$ cat config.mk
export PLATFORM = sky130hd
export DESIGN_NAME = nvdla_csb_engine
export DESIGN_NICKNAME = d
export VERILOG_FILES = /design/src/rtl/nvdla_csb_engine.sv
export SDC_FILE = /design/constraint.sdc
export NUM_CORES = 1
export LEC_CHECK = 0
export CORE_MARGIN = 2
export CORE_UTILIZATION = 30
export DETAILED_ROUTE_END_ITERATION = 10
export DONT_BUFFER_PORTS = 1
export PLACE_DENSITY = 0.57
export SYNTH_ARGS = -nofsm -noshare
export SYNTH_HDL_FRONTEND = slang
export SYNTH_SLANG_ARGS = --single-unit
export TNS_END_PERCENT = 10
$ cat constraint.sdc
create_clock -name clk_i -period 3 [get_ports clk_i]
set_clock_uncertainty 0.05 [all_clocks]
set_input_delay 0.6 -clock clk_i [delete_from_list [all_inputs] [get_ports clk_i]]
set_output_delay 0.6 -clock clk_i [all_outputs]
set_load 0.01 [all_outputs]
$ cat src/rtl/nvdla_csb_engine.sv
`timescale 1ns/1ps
// Single-outstanding command engine between a start/command port and the NVDLA CSB bus.
// Optional response timeout with sticky err_o is compiled in with `define NVDLA_CSB_TIMEOUT_EN.
module nvdla_csb_engine #(
    parameter int unsigned NPOSTED        = 1,
    parameter int unsigned TIMEOUT_CYCLES = 1024
) (
    input  logic        clk_i,
    input  logic        rst_i,
    input  logic        clear_i,
    input  logic        start_i,
    input  logic        enable_i,
    input  logic [31:0] addr_i,
    input  logic [31:0] wdat_i,
    input  logic        write_i,
    input  logic        wait_intr_i,
    output logic        csb_ready_o,
    output logic        csb_valid_o,
    output logic        csb_wr_complete_o,
    output logic        intr_o,
    output logic        err_o,
    output logic [31:0] rdata_data_o,
    output logic        rdata_valid_o,
    input  logic        rdata_ready_i,
    output logic        csb2nvdla_valid_o,
    input  logic        csb2nvdla_ready_i,
    output logic [15:0] csb2nvdla_addr_o,
    output logic [31:0] csb2nvdla_wdat_o,
    output logic        csb2nvdla_write_o,
    output logic        csb2nvdla_nposted_o,
    input  logic        nvdla2csb_valid_i,
    input  logic [31:0] nvdla2csb_data_i,
    input  logic        nvdla2csb_wr_complete_i,
    input  logic        dla_intr_i
);

    typedef enum logic [2:0] {
        StIdle,
        StReq,
        StWaitRd,
        StWaitWr,
        StWaitIntr,
        StOut
    } state_e;

    localparam bit NpostedEn = (NPOSTED == 1);

    state_e      state_q, state_d;
    logic [15:0] addr_q, addr_d;
    logic [31:0] wdat_q, wdat_d;
    logic        write_q, write_d;
    logic [31:0] rdata_q, rdata_d;
    logic        csb_valid_q, csb_valid_d;
    logic        wr_cpl_q, wr_cpl_d;
    logic        intr_q, intr_d;
    logic        tmo_hit;

    // CSB address is a word index: only byte-address bits [17:2] reach the bus.
    logic unused_addr;
    assign unused_addr = ^{addr_i[31:18], addr_i[1:0]};

    always_comb begin
        state_d     = state_q;
        addr_d      = addr_q;
        wdat_d      = wdat_q;
        write_d     = write_q;
        rdata_d     = rdata_q;
        csb_valid_d = 1'b0;
        wr_cpl_d    = 1'b0;
        intr_d      = 1'b0;
        case (state_q)
            StIdle: begin
                if (start_i && enable_i) begin
                    addr_d  = addr_i[17:2];
                    wdat_d  = wdat_i;
                    write_d = write_i;
                    state_d = wait_intr_i ? StWaitIntr : StReq;
                end
            end
            StReq: begin
                if (csb2nvdla_ready_i) begin
                    if (!write_q) begin
                        state_d = StWaitRd;
                    end else if (NpostedEn) begin
                        state_d = StWaitWr;
                    end else begin
                        wr_cpl_d = 1'b1;
                        state_d  = StIdle;
                    end
                end
            end
            StWaitRd: begin
                if (nvdla2csb_valid_i) begin
                    rdata_d     = nvdla2csb_data_i;
                    csb_valid_d = 1'b1;
                    state_d     = StOut;
                end else if (tmo_hit) begin
                    rdata_d     = 32'hDEAD_BEEF;
                    csb_valid_d = 1'b1;
                    state_d     = StOut;
                end
            end
            StWaitWr: begin
                if (nvdla2csb_wr_complete_i || tmo_hit) begin
                    wr_cpl_d = 1'b1;
                    state_d  = StIdle;
                end
            end
            StWaitIntr: begin
                if (dla_intr_i) begin
                    intr_d  = 1'b1;
                    state_d = StIdle;
                end
            end
            StOut: begin
                if (rdata_ready_i) begin
                    state_d = StIdle;
                end
            end
            default: state_d = StIdle;
        endcase
        if (clear_i) begin
            state_d     = StIdle;
            csb_valid_d = 1'b0;
            wr_cpl_d    = 1'b0;
            intr_d      = 1'b0;
        end
    end

`ifdef NVDLA_CSB_TIMEOUT_EN
    localparam int unsigned TmoW = $clog2(TIMEOUT_CYCLES + 1);

    logic [TmoW-1:0] tmo_q, tmo_d;
    logic            err_q, err_d;
    logic            in_wait;
    logic            rsp_now;

    assign in_wait = (state_q == StWaitRd) || (state_q == StWaitWr);
    assign rsp_now = ((state_q == StWaitRd) && nvdla2csb_valid_i) ||
                     ((state_q == StWaitWr) && nvdla2csb_wr_complete_i);
    assign tmo_hit = in_wait && (tmo_q == TmoW'(TIMEOUT_CYCLES - 1));

    always_comb begin
        tmo_d = '0;
        // Counter restarts on every entry because it is only kept while the state holds.
        if (in_wait && (state_d == state_q)) begin
            tmo_d = tmo_q + 1'b1;
        end
        err_d = !clear_i && (err_q || (tmo_hit && !rsp_now));
    end

    always_ff @(posedge clk_i or posedge rst_i) begin
        if (rst_i) begin
            tmo_q <= '0;
            err_q <= 1'b0;
        end else begin
            tmo_q <= tmo_d;
            err_q <= err_d;
        end
    end

    assign err_o = err_q;
`else
    logic unused_tmo;
    assign unused_tmo = ^TIMEOUT_CYCLES;
    assign tmo_hit    = 1'b0;
    assign err_o      = 1'b0;
`endif

    always_ff @(posedge clk_i or posedge rst_i) begin
        if (rst_i) begin
            state_q     <= StIdle;
            addr_q      <= '0;
            wdat_q      <= '0;
            write_q     <= 1'b0;
            rdata_q     <= '0;
            csb_valid_q <= 1'b0;
            wr_cpl_q    <= 1'b0;
            intr_q      <= 1'b0;
        end else begin
            state_q     <= state_d;
            addr_q      <= addr_d;
            wdat_q      <= wdat_d;
            write_q     <= write_d;
            rdata_q     <= rdata_d;
            csb_valid_q <= csb_valid_d;
            wr_cpl_q    <= wr_cpl_d;
            intr_q      <= intr_d;
        end
    end

    assign csb_ready_o         = (state_q == StIdle);
    assign csb_valid_o         = csb_valid_q;
    assign csb_wr_complete_o   = wr_cpl_q;
    assign intr_o              = intr_q;
    assign rdata_data_o        = rdata_q;
    assign rdata_valid_o       = (state_q == StOut);
    assign csb2nvdla_valid_o   = (state_q == StReq);
    assign csb2nvdla_addr_o    = addr_q;
    assign csb2nvdla_wdat_o    = wdat_q;
    assign csb2nvdla_write_o   = write_q;
    assign csb2nvdla_nposted_o = write_q & NpostedEn;

endmodule

==> run summary, run 1 <==
Including well taps, the total number of placed cells is 346. End of the worst register-to-register path: csb2nvdla_wdat_o[1]. The fmax is 472 MHz. In the final routed layout, each cell accounts on average for 18.0 um.

The worst setup path is captured at a flop. The worst path uses 70.7% of the clock period. The clock tree buffer depth was 2.

Leaving out filler cells and counting taps, the final layout contains 362. The worst register-to-register path has a setup slack of 0.88 ns. The worst stage delay on the critical path is 0.51 ns. The largest individual stage delay along the critical path comes from the cell dfrtp_1. Of the synthesized area, sequential elements account for 64.0%. Synthesis inferred 87 register bits. For the count of routing violations after the opening detailed-route iteration, the log shows 85. The most critical setup path has its startpoint at state_q[0]. Sorting the synthesized cells by how often they occur yields dfrtp_1 (87), mux2_2 (77), buf_2 (8), nand2_1 (5). The tool flagged a number of max-cap violations equal to 0. The die width is 110 um.

The final count of pins violating max slew came out at 0. The starting utilization of the core area is 31.1%, and the count of warnings emitted by yosys is 0. The total area inside the core boundary comes to 10900 um^2. In this run the worst setup path terminates at csb2nvdla_wdat_o[1].

The run finished with clean final reports. The routability congestion estimate is 0.761, and the net count after synthesis is 325. After synthesis, the share of flip-flops with an asynchronous set or reset is 100%. The mean instance size in the synthesized netlist was 15.7 um^2; the net total in the final layout was 325. Synthesis instantiated 26 different standard cells from the library.

The run gives 0 as the number of hold buffers added after CTS. In this run the cell area of the synthesized design comes to 3400 um^2. Data arrives at the worst endpoint at 2.29 ns. For the CTS sink count, the log shows 87.

Clock tree synthesis inserted a total of 9 buffers. The worst setup path is launched from a flop. 0 antenna diodes ended up in the layout. Class of the tightest hold or removal check: in -> async. In this run, synthesis inferred 0 flip-flops with an integrated enable. After technology mapping, the gate count stands at 217. The initial antenna violation count was 0. The most used flip-flop cell after synthesis was dfrtp_1. Setup violations remaining at the end of the flow were counted as 0. The sum of negative setup slack was 0 ns; the worst-case vdd ir drop was 0.403 mV. Counting cells, the worst reg-to-reg path comes to 4. The critical path required time is 3.17 ns, and the overall die area is 12200 um^2. Depth of the CTS H-tree: 3. Using the TritonRoute via totals, the vias-per-cell ratio works out to 4.81.

The post-route netlist has 45.9% of its cells at a drive strength greater than 1. CTS placed an instance of clkbuf_16 at the clock tree root. After layout, the minimum clock period comes to 2.12 ns. The post-detailed-route count of antenna-violating nets is 0.

Traced cell by cell, the critical path runs through nor3_2 > and2b_2 > buf_4 > mux2_2. The final layout contains routed wiring with a total length of 6.51 mm. dfrtp_1 takes more of the synthesized area than any other cell.

The power per standard cell area is 887 nW/um^2, and the row count is 38. The detailed-router iteration count before antenna repair was 4. The startpoint identified for the worst register-to-register timing path is state_q[0]. The maximum fanout along the worst path works out to 49. Once the clock tree was built, the setup fixing pass inserted 0 buffers.

The analysis attributes to cell leakage a power of 1.67 nW. Hold is met by 0.180 ns. By area the synthesized netlist is led by dfrtp_1 (64%), mux2_2 (25%), mux2_1 (1.3%).

The most instantiated library cell after synthesis is dfrtp_1. For the worst-skew pair, the clock arrives at the later sink with an insertion delay of 0.34 ns. Setup repair after global routing left no endpoint under its margin.

The first global-routing pass estimated 10.4 mm of wire. The logs give 47.2% for the worst-case headroom to the max-slew limit and 11.2% for the total global routing track utilization. Clock-pin slew was measured on the worst setup and hold paths at 0.06 ns. Buffers placed on the I/O ports in this run total 0. By startpoint and endpoint, the worst setup path is classified as reg -> reg. Power comes to 0.00339 W. The maximum number of pins on one net before global-route repair is 50. The tools report the hold violation count in the final report as 0. Compared with the post-synthesis result, the final layout area differs by 12.4%. The detailed router placed 1743 vias in this run. Global route total overflow: 0. After clock tree synthesis, the repair step resized 0 gates.

TritonCTS built the clock tree. In this run the vertical extent of the chip is 110 um. The share of synthesized area in the top cell type comes to 64.0%.

The logs give 1853 for the number of global-route vias before repair and 197 for the number of I/O pins. The actual slew at the worst max-slew pin was 0.791 ns; the placed wire-length estimate after detailed placement was 4.71 mm. In the routed design, unresolved DRC markers number 0.
## power by group
group          internal, W  total, W  leakage [nW]  switching, W
combinational     0.000270  0.000409         0.441      0.000139
sequential         0.00151   0.00190          1.08      0.000390
clock             0.000650   0.00109         0.145      0.000435
total              0.00243   0.00339          1.67      0.000964
## state kept, by name, indices dropped and copies added, names as in the netlist
name and cells:
csb_wr_complete_o 1, intr_o 1, csb2nvdla_nposted_o 1, csb2nvdla_wdat_o 32, csb_valid_o 1, csb2nvdla_addr_o 16
rdata_data_o 32, state_q 3
## placed cells by master (no fill, tap or decap), types with 2 or more instances in the layout
master,count
dfrtp_1,87
clkinv_2,2
nand3_1,4
mux2i_1,2
nand2_1,5
clkbuf_8,4
clkbuf_16,9
mux2_1,4
o21ai_0,2
nor2_1,3
and2_1,2
a21oi_1,2
mux2_2,77
nor2b_1,3
## stage by stage
stage / setup WS, ns / cell area, um^2 / utilization, %
2_1_floorplan: 0.0998 / 3400 / -
3_3_place_gp: 0.910 / 3530 / 32.2
3_5_place_dp: 0.888 / 3530 / 32.2
4_1_cts: 0.854 / 3820 / 35.0
5_1_grt: 0.747 / 3820 / 35.0
6_report: 0.879 / 3820 / 35.0
## critical path: cells and delay by family, from the launching register on
kind,cells,cell delay [ns]
muxes,1,0.40
and+or+nand+nor,2,0.52
DFF,1,0.51
buffers and inverters,1,0.48
## metal layers
metal	track usage, %	vias to the layer above	wire (um)
met5	0	-	0
met4	6.00	0	146
met3	5.54	11	621
met2	18.2	102	3340
met1	12.0	878	2400
li1	-	752	-
## cell families after synthesis
kind of cell / after synthesis / synth area share (%)
compound gates: 7 / 1.58
buf+inv: 15 / 2.61
flops: 87 / 64.0
mux: 84 / 27.9
other cells: 1 / 0.110
simple gates: 23 / 3.83
## how the worst min path moves through the flow
stage	slack, ns	cells after the start	from	endpoint
detailed placement	0.51	1	rdata_data_o[16]	rdata_data_o[16]
global route	0.25	1	rst_i	csb2nvdla_wdat_o[24]
floorplan	0.47	1	state_q[1]	intr_o
finish	0.18	1	rst_i	rdata_data_o[28]
CTS	0.21	1	rst_i	csb2nvdla_wdat_o[28]
global placement	0.50	1	rdata_data_o[15]	rdata_data_o[15]
## cell type report
type                       instances  area (um^2)
clock buffer                      14          284
multi-input combinational        115         1140
sequential                        87         2180
tap                              140          175
fill                            1093         7110
inverter                           2         8.76
clock inverter                     2         12.5
timing repair buffer               2         27.5
Note: power is estimated with default switching activity, not from simulation.
==> inputs of run 2 (changes only) <==
clock period = 1.7 ns   (was 3 ns; I/O delays follow)
==> run summary, run 2 (synthesis gave the netlist of run 1 again) <==
The run gives 0 as the post-detailed-route DRC marker count. The hold violation count in the final report was 0; the overall power was 0.00602 W. The maximum number of pins on one net before global-route repair is 54, and the count of routing violations after the opening detailed-route iteration is 90.

The library cell used most frequently in the layout, excluding fill and tap cells, is dfrtp_1. Following the worst setup path forward leads to its endpoint at state_q[1]. Setup repair after global routing could not meet its margin everywhere.

The data arrival time of the worst path was 1.87 ns; the net total in the final layout was 337. Dividing the detail-routed wire length by the instance count gives 18.8 um. TritonCTS built the clock tree. Global routing used 18.8% of the available met2 tracks. The setup slack on the worst flop-to-flop path is 0.03 ns, and the logic depth of the worst path, buffers included is 5. Summed over all failing endpoints, the final setup total negative slack is 0 ns.

The tools report the count of maximum capacitance violations as 0. The tools report the post-route standard cell area excluding fillers as 4010 um^2. The power per standard cell area came out at 1500 nW/um^2.

Type of the worst setup path: reg -> reg. The total placed instance area was 3620 um^2. The vertical die dimension came out at 110 um.

The row count came out at 38. The kind of cell with the highest combined delay on the critical path is flip-flops. The clock tree buffer depth was 2. Startpoint of the worst-slack reg-to-reg timing path: state_q[0]. The static leakage was 1.74 nW. The worst hold path begins at clear_i. The clock period could shrink to 1.67 ns. The H-tree was split into 3 levels. Input and output buffers added on the ports amount to 0.

The count of nets left with antenna violations once routing finished came out at 0. The run gives 0 as the global route total overflow. After clock tree synthesis, the clock-pin slew on the worst setup and hold paths is 0.06 ns. For this run, global-route usage on met1 was measured as 11.8%. The number of buffers created by CTS was 9. The clock root buffer is clkbuf_16. The vias after detailed routing is 1803, and the number of global-route vias before repair is 1916. For the area used by sequential logic in the layout, the log shows 2180 um^2.

The critical path required time is 1.91 ns. STA classifies the critical path endpoint as a flop. The congestion estimate from routability-driven global placement came to 0.771.

Clock latency on the worst-skew pair, taken at its later pin, is 0.33 ns. The signal on the critical path passes through buf_4 > mux2_4 > or3_4 > a211o_1 > o21ai_2. Fmax: 600 MHz. The end of the worst register-to-register path is state_q[1]. The final layout contains routed wiring with a total length of 7.02 mm. 197 I/O pins were placed.

Final count of pins violating max slew: 0. The tools report the number of fill cells in the layout as 1075. After global routing, the most crowded layer is met2.

The logs give 36.7% for the final core area utilization and 1 for the initial antenna violation count. The period utilization is 98.0%. Detailed placement ended at an HPWL of 4.95 mm. The tools report the sort of element at the start of the critical path as a flop. The die covers 12200 um^2. Leaving out fill and tap cells, the most frequent cells in the layout are dfrtp_1 (87), mux2_2 (77), clkbuf_16 (11), buf_4 (6), nand2_1 (5). The multi-input combinational cells in the finished layout cover a total of 1170 um^2. The floorplan step set the die width to 110 um. The run finished with clean final reports.

The signed area change from the synthesized netlist to the final layout was 18.0%; the final-layout worst hold slack was 0.0220 ns. The worst-case IR drop observed on VDD is 0.675 mV. The logs give 5.38% for the routing usage on met3 and 31.1% for the starting utilization of the core area. The maximum fanout along the worst path was 3. The share of post-route cells with drive strength above 1 was 49.4%. The standard cell with the maximum stage delay on the critical path was dfrtp_1. Source of the critical timing path: state_q[0].

The detailed-router iteration count before antenna repair is 4, and the final-report setup violation count is 0. The number of buffer and inverter instances along the worst setup path was 1; the number of vias per cell after detailed routing was 4.82. The core region is 10900 um^2. The CTS sink count is 87, and the depth of the most critical reg-to-reg path is 5.

The total global routing track utilization was 11.2%. Class of the tightest hold or removal check: in -> reg. The global-route wire length before repair was 10.6 mm; the worst stage delay on the critical path was 0.39 ns.
run 2: cell count changes in the layout (fill, tap and decap cells not counted), sizes merged:
cell         before  now
buf               2   10
clkinvlp          1    2
diode             0    1
dlygate4sd3       0    2
run 2: power by group:
group / leakage, nW / internal (W) / switching, W
clock network: 0.140 / 0.00110 / 0.000738
logic: 0.523 / 0.000544 / 0.000296
registers: 1.08 / 0.00266 / 0.000686
total: 1.74 / 0.00430 / 0.00172
run 2: final cells by class:
class,instances,area share [%]
Clock inverter,3,0.437
Multi-Input combinational cell,115,29.1
Timing Repair Buffer,14,4.87
Sequential cell,87,54.3
Inverter,2,0.281
Antenna cell,1,0.0624
Tap cell,140,4.37
Clock buffer,12,6.64
run 2: through the flow:
step	std cells	worst slack, ns
CTS	371	-0.00831
floorplan	217	-0.0279
detailed placement	353	0.0791
finish	374	0.0343
global placement	353	0.116
global route	373	-0.00981
run 2: worst min-delay path by stage:
stage,endpoint,cells after the start
2_1_floorplan,state_q[2],1
3_3_place_gp,csb2nvdla_addr_o[3],2
3_5_place_dp,rdata_data_o[27],2
4_1_cts,csb_valid_o,1
5_1_grt,csb_valid_o,1
6_report,csb_valid_o,1
run 2: repair_timing:
| action | in CTS | in global routing |
|---|---|---|
| pin swaps | 0 | 1 |
| buffers inserted | 1 | 0 |
| resized for setup | 2 | 6 |
| hold buffers | 2 | 0 |
| endpoints found under the setup margin | 2 | 73 |
| gates cloned | 0 | 2 |
| endpoints found under the hold margin | 57 | 0 |
run 2: routing by layer:
metal | share of wire, % | up-vias
met2 | 52 | 96
met4 | 2.0 | 0
li1 | - | 776
met3 | 9.0 | 10
met5 | 0 | -
met1 | 37 | 921
